===== src/rtl/rom_arb_pkg.sv =====
// rom_arb_pkg
// Types and helpers shared by the ROM port arbiter and its data-lane
// extractor. It holds the access-size encodings, the response owner and
// the response-register layout.
package rom_arb_pkg;

    // Access size encodings on d_size_i. 2'b11 is also treated as a word.
    localparam logic [1:0] SZ_BYTE = 2'b00;
    localparam logic [1:0] SZ_HALF = 2'b01;
    localparam logic [1:0] SZ_WORD = 2'b10;

    typedef enum logic {
        OWN_FETCH = 1'b0,
        OWN_DATA  = 1'b1
    } owner_e;

    // The response register holds everything needed to steer the ROM
    // word back to the right port one cycle after the grant.
    typedef struct packed {
        logic       valid;
        owner_e     owner;
        logic [1:0] size;
        logic [1:0] off;
        logic       err;
    } resp_t;

    // Returns 1 when a data access is misaligned for its size.
    // Bytes are never misaligned.
    function automatic logic data_misaligned(input logic [1:0] size,
                                             input logic [1:0] off);
        logic mis;
        case (size)
            SZ_BYTE: mis = 1'b0;
            SZ_HALF: mis = off[0];
            default: mis = (off != 2'b00);
        endcase
        return mis;
    endfunction

endpackage


===== src/rtl/rom_lane_extract.sv =====
// rom_lane_extract
// Purely combinational selection of a byte, half-word or word from a
// 32-bit ROM word, zero-extended to 32 bits.
// Ports:
//   word_i  32-bit word returned by the ROM
//   size_i  access size (SZ_BYTE / SZ_HALF / SZ_WORD)
//   off_i   byte offset within the word (addr[1:0])
//   data_o  extracted, zero-extended result
module rom_lane_extract (
    input  logic [31:0] word_i,
    input  logic [1:0]  size_i,
    input  logic [1:0]  off_i,
    output logic [31:0] data_o
);
    import rom_arb_pkg::*;

    logic [7:0] lane [4];

    generate
        for (genvar gi = 0; gi < 4; gi++) begin : g_lane
            assign lane[gi] = word_i[8*gi +: 8];
        end
    endgenerate

    always_comb begin
        data_o = '0;
        case (size_i)
            SZ_BYTE: data_o = {24'h0, lane[off_i]};
            // Only offsets 0 and 2 reach here without an error; the
            // error path masks anything else downstream.
            SZ_HALF: data_o = off_i[1] ? {16'h0, word_i[31:16]}
                                       : {16'h0, word_i[15:0]};
            default: data_o = word_i;
        endcase
    end

endmodule


===== src/rtl/rom_port_arbiter.sv =====
// rom_port_arbiter
// Shares a single-ported, synchronous-read ROM between the instruction
// fetch port and the load/store data port. One access is granted per
// cycle (combinational grant); the read word returns to the winner one
// cycle later. Data reads are byte/half extracted and zero-extended.
// Out-of-range and misaligned accesses are granted but do not enable the
// ROM; they come back with err=1 and rdata=0.
//
// Build option: define ROM_ARB_ROUND_ROBIN_EN to alternate the winner on
// conflicts. Otherwise data has fixed priority over fetch.
//
// Ports:
//   clk_i, rst_ni                    clock, async active-low reset
//   f_req_i/f_addr_i/f_gnt_o         fetch request side
//   f_rvalid_o/f_rdata_o/f_err_o     fetch response side
//   d_req_i/d_addr_i/d_size_i/d_gnt_o data request side
//   d_rvalid_o/d_rdata_o/d_err_o     data response side
//   rom_en_o/rom_addr_o/rom_rdata_i  ROM macro interface
module rom_port_arbiter
    import rom_arb_pkg::*;
#(
    parameter  int ROM_DEPTH = 1024,
    localparam int ROM_AW    = $clog2(ROM_DEPTH)
) (
    input  logic              clk_i,
    input  logic              rst_ni,
    input  logic              f_req_i,
    input  logic [31:0]       f_addr_i,
    output logic              f_gnt_o,
    output logic              f_rvalid_o,
    output logic [31:0]       f_rdata_o,
    output logic              f_err_o,
    input  logic              d_req_i,
    input  logic [31:0]       d_addr_i,
    input  logic [1:0]        d_size_i,
    output logic              d_gnt_o,
    output logic              d_rvalid_o,
    output logic [31:0]       d_rdata_o,
    output logic              d_err_o,
    output logic              rom_en_o,
    output logic [ROM_AW-1:0] rom_addr_o,
    input  logic [31:0]       rom_rdata_i
);

    logic        conflict;
    logic        data_wins;
    logic        gnt_any;
    logic [31:0] sel_addr;
    logic        out_of_range;
    logic        misaligned;
    logic        acc_err;
    resp_t       resp_reg;
    resp_t       resp_next;
    logic [31:0] d_extract;

    assign conflict = f_req_i & d_req_i;

`ifdef ROM_ARB_ROUND_ROBIN_EN
    // Remembers who won the last conflict; reset as "fetch" so the first
    // conflict after reset goes to data.
    owner_e last_win_reg;

    always_ff @(posedge clk_i or negedge rst_ni) begin
        if (!rst_ni) begin
            last_win_reg <= OWN_FETCH;
        end else if (conflict) begin
            last_win_reg <= data_wins ? OWN_DATA : OWN_FETCH;
        end
    end

    assign data_wins = (last_win_reg == OWN_FETCH);
`else
    assign data_wins = 1'b1;
`endif

    // Grants are masked while reset is asserted so every output reads 0.
    assign d_gnt_o = rst_ni & d_req_i & (~f_req_i | data_wins);
    assign f_gnt_o = rst_ni & f_req_i & ~(conflict & data_wins);
    assign gnt_any = f_gnt_o | d_gnt_o;

    assign sel_addr     = d_gnt_o ? d_addr_i : f_addr_i;
    assign out_of_range = ({2'b00, sel_addr[31:2]} >= 32'(ROM_DEPTH));
    assign misaligned   = d_gnt_o ? data_misaligned(d_size_i, d_addr_i[1:0])
                                  : (f_addr_i[1:0] != 2'b00);
    assign acc_err      = out_of_range | misaligned;

    assign rom_en_o   = gnt_any & ~acc_err;
    assign rom_addr_o = gnt_any ? sel_addr[ROM_AW+1:2] : '0;

    always_comb begin
        resp_next       = '0;
        resp_next.valid = gnt_any;
        resp_next.owner = d_gnt_o ? OWN_DATA : OWN_FETCH;
        resp_next.size  = d_size_i;
        resp_next.off   = sel_addr[1:0];
        resp_next.err   = acc_err;
    end

    always_ff @(posedge clk_i or negedge rst_ni) begin
        if (!rst_ni) begin
            resp_reg <= '0;
        end else begin
            resp_reg <= resp_next;
        end
    end

    rom_lane_extract u_lane_extract (
        .word_i (rom_rdata_i),
        .size_i (resp_reg.size),
        .off_i  (resp_reg.off),
        .data_o (d_extract)
    );

    assign f_rvalid_o = resp_reg.valid & (resp_reg.owner == OWN_FETCH);
    assign d_rvalid_o = resp_reg.valid & (resp_reg.owner == OWN_DATA);
    assign f_err_o    = f_rvalid_o & resp_reg.err;
    assign d_err_o    = d_rvalid_o & resp_reg.err;
    assign f_rdata_o  = (f_rvalid_o & ~resp_reg.err) ? rom_rdata_i : 32'h0;
    assign d_rdata_o  = (d_rvalid_o & ~resp_reg.err) ? d_extract  : 32'h0;

endmodule


===== config.mk =====
export PLATFORM = sky130hd
export DESIGN_NAME = rom_port_arbiter
export DESIGN_NICKNAME = d
export VERILOG_FILES = /design/src/rtl/rom_arb_pkg.sv /design/src/rtl/rom_lane_extract.sv /design/src/rtl/rom_port_arbiter.sv
export SDC_FILE = /design/constraint.sdc
export NUM_CORES = 1
export LEC_CHECK = 0
export BUFFER_PORTS_ARGS = -buffer_cell sky130_fd_sc_hd__buf_2
export CORE_AREA = 2 2 71 73
export DETAILED_ROUTE_END_ITERATION = 12
export DIE_AREA = 0 0 73 75
export PLACE_DENSITY = 0.74
export REMOVE_ABC_BUFFERS = 1
export SETUP_SLACK_MARGIN = 0.05
export SLEW_MARGIN = 20
export SYNTH_ARGS = -nofsm -noshare
export SYNTH_HDL_FRONTEND = slang
export SYNTH_SLANG_ARGS = --single-unit
export TNS_END_PERCENT = 100

===== constraint.sdc =====
create_clock -name clk_i -period 1.7 [get_ports clk_i]
set_input_delay 0.085 -clock clk_i [delete_from_list [all_inputs] [get_ports clk_i]]
set_output_delay 0.085 -clock clk_i [all_outputs]
set_load 0.01 [all_outputs]

==> results of run 1 <==
timing repair:
item / CTS / global route
hold endpoints to repair: 8 / 0
endpoints found under the setup margin: 32 / 21
cloned: 1 / 0
pin swaps: 0 / 13
hold buffers: 2 / 0
setup buffers: 1 / 1
resized for setup: 8 / 17
routing by layer:
layer  track usage  vias to the layer above  part of all wire
li1              -                     1134                 -
met3        0.0308                        4             0.069
met5             0                        -                 0
met4        0.0556                        0            0.0084
met2         0.411                      118              0.53
met1         0.244                     1007              0.39
where the power goes:
group / switching, W / internal (W) / total (W)
Clock: 0.0000665 / 0.000162 / 0.000228
Sequential: 0.00000605 / 0.000176 / 0.000183
Combinational: 0.000214 / 0.000198 / 0.000413
Total: 0.000287 / 0.000537 / 0.000823
worst max path at each step:
stage | slack, ps | startpoint | cells past startpoint | endpoint
after floorplan | -90 | resp_reg[3] | 4 | d_rdata_o[0]
after global placement | 240 | resp_reg[1] | 7 | d_rdata_o[0]
after detailed placement | 210 | resp_reg[2] | 6 | d_rdata_o[0]
after CTS | 10 | resp_reg[3] | 6 | d_rdata_o[3]
after global routing | -6 | resp_reg[3] | 6 | d_rdata_o[0]
final | 50 | resp_reg[1] | 7 | d_rdata_o[7]
cell usage after synthesis, types with 2 or more instances:
cell	number	area (µm²)
nand2_1	45	169
nor4_1	7	43.8
nor4_2	2	25.0
o221a_1	2	22.5
a21o_1	2	15.0
dfrtp_1	7	175
a22o_1	6	52.6
nor2_1	12	45.0
and2_1	35	219
buf_2	3	15.0
a21oi_1	27	135
nand4_1	2	12.5
nor3_1	2	10.0
a311o_1	6	60.1
clkbuf_1	13	48.8
inv_2	3	11.3
buf_4	2	15.0
and3_1	18	113
nor2b_1	6	37.5
a22oi_1	8	60.1
cell families (layout without fill, tap and decap cells):
logic type	after synthesis	in the layout	share of synthesized area
buffers and inverters	22	203	0.0742
AOI/OAI and AO/OA	55	55	0.275
and+or+nand+nor	134	134	0.523
DFF	7	7	0.128
area by class of cell:
cell class,instances,area share
well taps,54,0.0270
inverters,3,0.00951
clock buffers,4,0.0180
multi-input cells,189,0.459
repair buffers,196,0.416
flip-flops and latches,7,0.0701
through the flow:
stage	cell area, µm²	setup TNS (ps)
2_1_floorplan	1280	-1400
3_3_place_gp	2320	0
3_5_place_dp	2320	0
4_1_cts	2420	0
5_1_grt	2500	-11.1
6_report	2500	0
==> out/qor.csv, run 1 <==
metric;value;unit
worstHoldStart;d_size_i[1];
synth_area;1370;µm²
ys.warnings.count;0;
hold-worst-slack;9.04;ps
p_leak;1.53;nW
synthToLayoutAreaGrowth;83.0;%
synth_ff_type;dfrtp_1;
hold_path_class;input port to flop;
initial_core_util;0.293;
drtIter0Drc;84;
cp_slowest_cell;dfrtp_1;
ioPinCount;183;
core_area;4660;µm²
dpl.cell_count;444;
finalHoldViolations;0;
arrival;1570;ps
register_area;175;µm²
routed_via_density;5.00;
drv_cap;0;
layout.cells.non_filler;453;
ys_ff_latch;7;
layout-drive-gt1-share;0.541;
async_flop_share;1.00;
synth_edf_count;0;
pre_cts_slack;212;ps
setup_viol;0;
dp_hpwl;5.01;mm
grt-ovfl-total;0;
drc;0;
firstDrtPassIters;4;
p_total;0.000823;W
worst_setup_path_end_kind;output pin;
grt_max_degree;35;
min_path_cells;1;
grt_pass1_wl;9.21;mm
ys_types;30;
nFillCells;466;
setup_ws;49.1;ps
startpoint_type;flop;
cts_root_buf;clkbuf_8;
port_buffers;182;
cts_buffer_depth;2;
final_cell_mix;183 x buf_2, 45 x nand2_1, 35 x and2_1, 22 x a21oi_1, 18 x and3_1;
place_congestion;0.819;
clkSinkCount;7;
cp_data_required_time;1620;ps
grt_util_all_layers;0.213;
slowest_delay;360;ps
finalCriticalPeriod;1650;ps
largest_reg_flops;7;
syn_area_per_cell;6.27;µm²
power_density;329;nW/µm²
status;finished, final reports clean;
yosysSeqAreaShare;0.128;
syn_inst;218;
maxSlewHeadroom;0.436;
first_global_vias;1962;
min_to;resp_reg[4];
htree_levels;1;
fin_nets;502;
drt-total-wl;6.42;mm
multi_input_area;1150;µm²
final_core_util;0.536;
clock.fmax;606;MHz
drv_slew;0;
avgRoutedWirePerCell;14.2;µm
die_w;73;µm
peakVddDrop;228;µV
die_y;75;µm
antenna_left;0;
period_share;0.971;
crit_buf_inv;3;
worstSetupPathType;flop to output pin;
rows;25;
cts_buffers;3;
critical_path.top_delay_family;buffers and inverters;
clkTransAtPathRegs;40;ps
via_count;2263;
antenna_cells;0;
grt_antenna_before_repair;0;
worstPathMaxFanout;8;
die_area;5480;µm²
cts_tree;built;
crit_chain;nor2b_4 -> buf_8 -> buf_6 -> nor3_4 -> a21oi_2 -> o221a_1 -> buf_2;
final_common_cell;buf_2;
worstMarginPinSlew;841;ps
rsz0062_at_grt;yes;
No activity file was read; power rests on OpenSTA's default activity.
==> run 2, diff against run 1 <==
--- a/config.mk
+++ b/config.mk
@@ -10,7 +10,6 @@
 export DETAILED_ROUTE_END_ITERATION = 12
 export DIE_AREA = 0 0 73 75
 export PLACE_DENSITY = 0.74
-export REMOVE_ABC_BUFFERS = 1
 export SETUP_SLACK_MARGIN = 0.05
 export SLEW_MARGIN = 20
 export SYNTH_ARGS = -nofsm -noshare
==> run 2 against run 1 <==
Against the previous run:
- die area did not move
- cell count down 0.22%
- sequential cell count stayed put
- global-route usage down 1.2 points
- first-iteration DRC count down 1.2%
- setup slack gained 41 ps
- critical path type unchanged
- critical endpoint is now d_rdata_o[6]
- largest power group unchanged
==> out/qor.csv, run 2 (synthesis gave the netlist of run 1 again) <==
metric;value;unit
final_common_cell;buf_2;
slowest_delay;390;ps
antenna_left;0;
via_count;2279;
worstPathMaxFanout;5;
final_cell_mix;182 x buf_2, 45 x nand2_1, 35 x and2_1, 21 x a21oi_1, 18 x and3_1;
worstMarginPinSlew;892;ps
initial_core_util;0.293;
grt_pass1_wl;8.66;mm
synthToLayoutAreaGrowth;81.6;%
period_share;0.947;
cts_tree;built;
avgRoutedWirePerCell;13.9;µm
p_total;0.000817;W
synth_nets;320;
die_y;75;µm
grt_util_all_layers;0.201;
place_congestion;0.821;
hold_path_class;input port to flop;
status;finished, final reports clean;
grt_antenna_before_repair;0;
rows;25;
cts_buffer_depth;2;
critical_path.top_delay_family;compound AO/OA/AOI/OAI gates;
fin_setup_tns;0;ps
arrival;1530;ps
largest_reg_flops;7;
cp_slowest_cell;dfrtp_1;
crit_buf_inv;2;
first_global_vias;1990;
register_area;175;µm²
worst_path_most_repeated_cell;a21oi_1;
cp_data_required_time;1620;ps
cts_root_buf;clkbuf_8;
clkTransAtPathRegs;40;ps
core_area;4660;µm²
layout-drive-gt1-share;0.548;
ioPinCount;183;
dp_hpwl;5.08;mm
htree_levels;1;
intPower;0.000532;W
power_density;329;nW/µm²
pwr-share-comb;0.500;
port_buffers;182;
peakVddDrop;408;µV
swShare;0.349;
rsz0062_at_grt;yes;
multi_input_area;1140;µm²
drc;0;
finalCriticalPeriod;1610;ps
die_area;5480;µm²
worst_setup_path_end_kind;output pin;
startpoint_type;flop;
drtIter0Drc;83;
clock.fmax;621;MHz
maxSlewHeadroom;0.401;
grt_max_degree;35;
antenna_cells;0;
firstDrtPassIters;4;
fin_nets;501;
drt-total-wl;6.30;mm
clkSinkCount;7;
pwr-share-seq;0.224;
grt-ovfl-total;0;
nFillCells;487;
setup_viol;0;
routed_via_density;5.04;
worstSetupPathType;flop to output pin;
p_clk_frac;0.276;
placed_area;2310;µm²
finalHoldViolations;0;
drv_cap;0;
cts_buffers;3;
final_area;2480;µm²
crit_chain;nor2b_4 -> buf_6 -> a21oi_1 -> a311o_1 -> a21oi_1 -> buf_2;
drv_slew;0;
die_w;73;µm
p_sw;0.000285;W
p_leak;1.53;nW
run 2: cell types whose count changed in the layout (fill, tap and decap cells not counted), sizes merged:
cell    before  now
clkbuf       4    3
inv          2    3
buf        194  193
run 2: final timing paths:
path | startpoint | end | slack [ps] | depth (start not counted)
worst max-delay path | resp_reg[3] | d_rdata_o[6] | 90 | 6
min in group asynchronous | rst_ni | resp_reg[0] | 330 | 2
max in group asynchronous | rst_ni | resp_reg[2] | 1150 | 2
worst min-delay path | d_size_i[1] | resp_reg[4] | 30 | 1
run 2: cell type report:
class | count | share of cell area
clock buffers | 3 | 0.0166
clock inverters | 1 | 0.00202
inverters | 3 | 0.00756
multi-input cells | 189 | 0.458
flip-flops and latches | 7 | 0.0706
well taps | 54 | 0.0272
repair buffers | 195 | 0.418
run 2: per-stage QoR:
stage	setup WS (ps)	hold WS (ps)	instances	util
2_1_floorplan	292	-211	218	-
4_1_cts	36.2	25.6	449	0.513
3_3_place_gp	211	-57.9	442	0.495
6_report	89.9	27.3	452	0.532
3_5_place_dp	203	-52.6	442	0.495
5_1_grt	10.2	25.5	452	0.532
run 2: what timing repair did:
action                     in CTS  in global routing
setup endpoints to repair      16                 33
cloned                          1                  1
gates resized for setup         5                 22
hold endpoints to repair        8                  0
pin swaps                       0                 10
buffers inserted                0                  2
hold buffers                    2                  0
run 2: layer usage:
layer / GRT usage / routed length (µm) / vias to the layer above
met5: 0 / 0 / -
met4: 0.0556 / 99 / 0
met3: 0.0402 / 537 / 10
met2: 0.405 / 3410 / 138
met1: 0.208 / 2260 / 1002
li1: - / - / 1129
run 2: power groups by stage:
stage | Combinational, W | Clock, W | Sequential, W
after floorplan | 0.000175 | 0 | 0.000181
after global placement | 0.000368 | 0 | 0.000182
after detailed placement | 0.000373 | 0 | 0.000183
after CTS | 0.000383 | 0.000232 | 0.000181
after global routing | 0.000447 | 0.000247 | 0.000184
final | 0.000409 | 0.000226 | 0.000183
==> run 3, diff against run 2 <==
--- a/config.mk
+++ b/config.mk
@@ -5,11 +5,12 @@
 export SDC_FILE = /design/constraint.sdc
 export NUM_CORES = 1
 export LEC_CHECK = 0
+export ABC_AREA = 1
 export BUFFER_PORTS_ARGS = -buffer_cell sky130_fd_sc_hd__buf_2
-export CORE_AREA = 2 2 71 73
+export CORE_UTILIZATION = 30
 export DETAILED_ROUTE_END_ITERATION = 12
-export DIE_AREA = 0 0 73 75
-export PLACE_DENSITY = 0.74
+export MAX_ROUTING_LAYER = met4
+export PLACE_DENSITY = 0.73
 export SETUP_SLACK_MARGIN = 0.05
 export SLEW_MARGIN = 20
 export SYNTH_ARGS = -nofsm -noshare
==> constraint.sdc (replaced) <==
create_clock -name clk_i -period 2 [get_ports clk_i]
set_input_delay 0.1 -clock clk_i [delete_from_list [all_inputs] [get_ports clk_i]]
set_output_delay 0.1 -clock clk_i [all_outputs]
set_load 0.01 [all_outputs]
==> run 3 against run 2 <==
Against the previous run:
- worst hold slack barely moved
- combinational power fell by 27%
- global-route usage grew 0.58 points
- first-iteration DRC count fell by 43%
==> out/qor.csv, run 3 <==
metric;value;unit
grt_pass1_wl;8.56;mm
place_congestion;0.789;
power_density;259;nW/µm²
drt-total-wl;5.52;mm
clock.fmax;559;MHz
ys.warnings.count;0;
grt_antenna_before_repair;0;
fin_nets;601;
layout-drive-gt1-share;0.404;
rsz0062_at_grt;no;
synth_commonest_cells;92 x nand2_1, 77 x nor2_1, 64 x inv_1;
routed_via_density;4.30;
firstDrtPassIters;4;
synth_nets;420;
layout.cells.non_filler;565;
dp_hpwl;4.61;mm
p_leak;1.84;nW
syn_area_per_cell;4.73;µm²
pwr-share-seq;0.253;
async_flop_share;1.00;
synth_ff_type;dfrtp_1;
cts_tree;built;
maxSlewHeadroom;0.667;
avgRoutedWirePerCell;9.77;µm
peakVddDrop;205;µV
cts_buffers;3;
setup.worst_path.start;rst_ni;
final_cell_mix;181 x buf_2, 92 x nand2_1, 77 x nor2_1, 64 x inv_1, 22 x o21ai_0;
die_area;5300;µm²
drtIter0Drc;47;
p_sw;0.000227;W
cts_buffer_depth;2;
grt-ovfl-total;0;
antenna_cells;0;
ys_types;22;
drc;0;
htree_levels;1;
die_w;72.8;µm
grt_max_degree;33;
final_common_cell;buf_2;
core_area;4790;µm²
yosysSeqAreaShare;0.116;
die_y;72.8;µm
nFillCells;505;
arrival;1690;ps
intPower;0.000427;W
synth_area;1500;µm²
yosysTopAreaCell;nand2_1;
ioPinCount;183;
synth_area_leaders;nand2_1 23%, nor2_1 19%, inv_1 16%, dfrtp_1 12%, o21ai_0 7.3%;
crit_path_end;rom_addr_o[9];
drv_cap;0;
ys_ff_latch;7;
fin_setup_tns;0;ps
largest_reg_flops;7;
post_cts_buffers;0;
setup_viol;0;
clkSinkCount;7;
syn_inst;318;
cp_data_required_time;1900;ps
worst_setup_path_end_kind;output pin;
hold_path_class;input port to flop;
finalHoldViolations;0;
synth_top_area_share;0.230;
p_clk_frac;0.294;
period_share;0.894;
swShare;0.347;
rows;25;
status;finished, final reports clean;
hold-worst-slack;27.6;ps
synth_most_common_cell;nand2_1;
finalCriticalPeriod;1790;ps
first_global_vias;2115;
pwr-share-comb;0.453;
dpl.cell_count;559;
synth_edf_count;0;
worstPathMaxFanout;15;
worstSetupPathType;input port to output pin;
drv_slew;0;
cts_root_buf;clkbuf_8;
synthToLayoutAreaGrowth;67.7;%
clkTransAtPathRegs;40;ps
initial_core_util;0.314;
port_buffers;182;
grt_util_all_layers;0.207;
worstMarginPinSlew;499;ps
startpoint_type;input port;
via_count;2430;
antenna_left;0;
run 3: cell types whose count changed in the layout (fill, tap and decap cells not counted), sizes merged, moves of 17 or more:
cell,change
and2,-33
and3,-18
inv,+62
nand2,+49
nand3,+17
nor2,+68
o21ai,+24
run 3: layout make-up:
cell class                      instances  area (µm²)  share of cell area
Tap cell                               67        83.8              0.0332
Clock buffer                            4        45.0              0.0179
Multi-Input combinational cell        233        1000               0.398
Inverter                               65         244              0.0967
Sequential cell                         7         175              0.0694
Timing Repair Buffer                  189         971               0.385
run 3: cell families after synthesis:
group | count (synthesis) | share of synthesized area
AND/OR/NAND/NOR | 195 | 0.527
AO/OA/AOI/OAI | 38 | 0.136
buffers and inverters | 78 | 0.220
flip-flops | 7 | 0.116
run 3: repair_timing:
| item | CTS | global route |
|---|---|---|
| endpoints found under the hold margin | 8 | 0 |
| hold buffers | 2 | 0 |
| setup endpoints to repair | 0 | 11 |
| gates resized for setup | 0 | 2 |
run 3: stage by stage:
stage	worst slack [ps]	utilization	total power, W	instance area (µm²)
global placement	532	0.512	0.000455	2450
CTS	81.0	0.525	0.000659	2510
global route	75.4	0.527	0.000714	2520
floorplan	802	-	0.000308	1500
finish	212	0.527	0.000654	2520
detailed placement	492	0.512	0.000459	2450
run 3: worst min-delay path by stage:
stage                           start           to  slack [ps]  cells after the start
after floorplan                rst_ni  resp_reg[0]        -200                      0
after global placement         rst_ni  resp_reg[0]         -40                      1
after detailed placement       rst_ni  resp_reg[0]         -40                      1
after CTS                 d_size_i[1]  resp_reg[4]          30                      1
after global routing      d_size_i[1]  resp_reg[4]          20                      1
final                     d_size_i[1]  resp_reg[4]          30                      1
run 3: worst max-delay path, cell delays in order:
cell and delay, ps:
dlygate4sd3_1 540, clkbuf_4 200, nand2_4 160, inv_1 80, nor2_1 190, buf_4 200
a21oi_1 70, buf_2 140
run 3: metal layers:
metal  up-vias  GRT usage  routed length, µm
li1       1296          -                  -
met1      1016      0.193               2100
met2       112      0.430               3000
met3         6     0.0235                356
met4         0     0.0654                 69
met5         -          -                  0
run 3: power groups by stage:
| stage | registers (W) | clock network [W] | logic (W) |
|---|---|---|---|
| 6_report | 0.000165 | 0.000192 | 0.000297 |
| 5_1_grt | 0.000167 | 0.000210 | 0.000337 |
| 4_1_cts | 0.000165 | 0.000197 | 0.000297 |
| 3_5_place_dp | 0.000167 | 0 | 0.000292 |
| 3_3_place_gp | 0.000166 | 0 | 0.000289 |
| 2_1_floorplan | 0.000157 | 0 | 0.000151 |
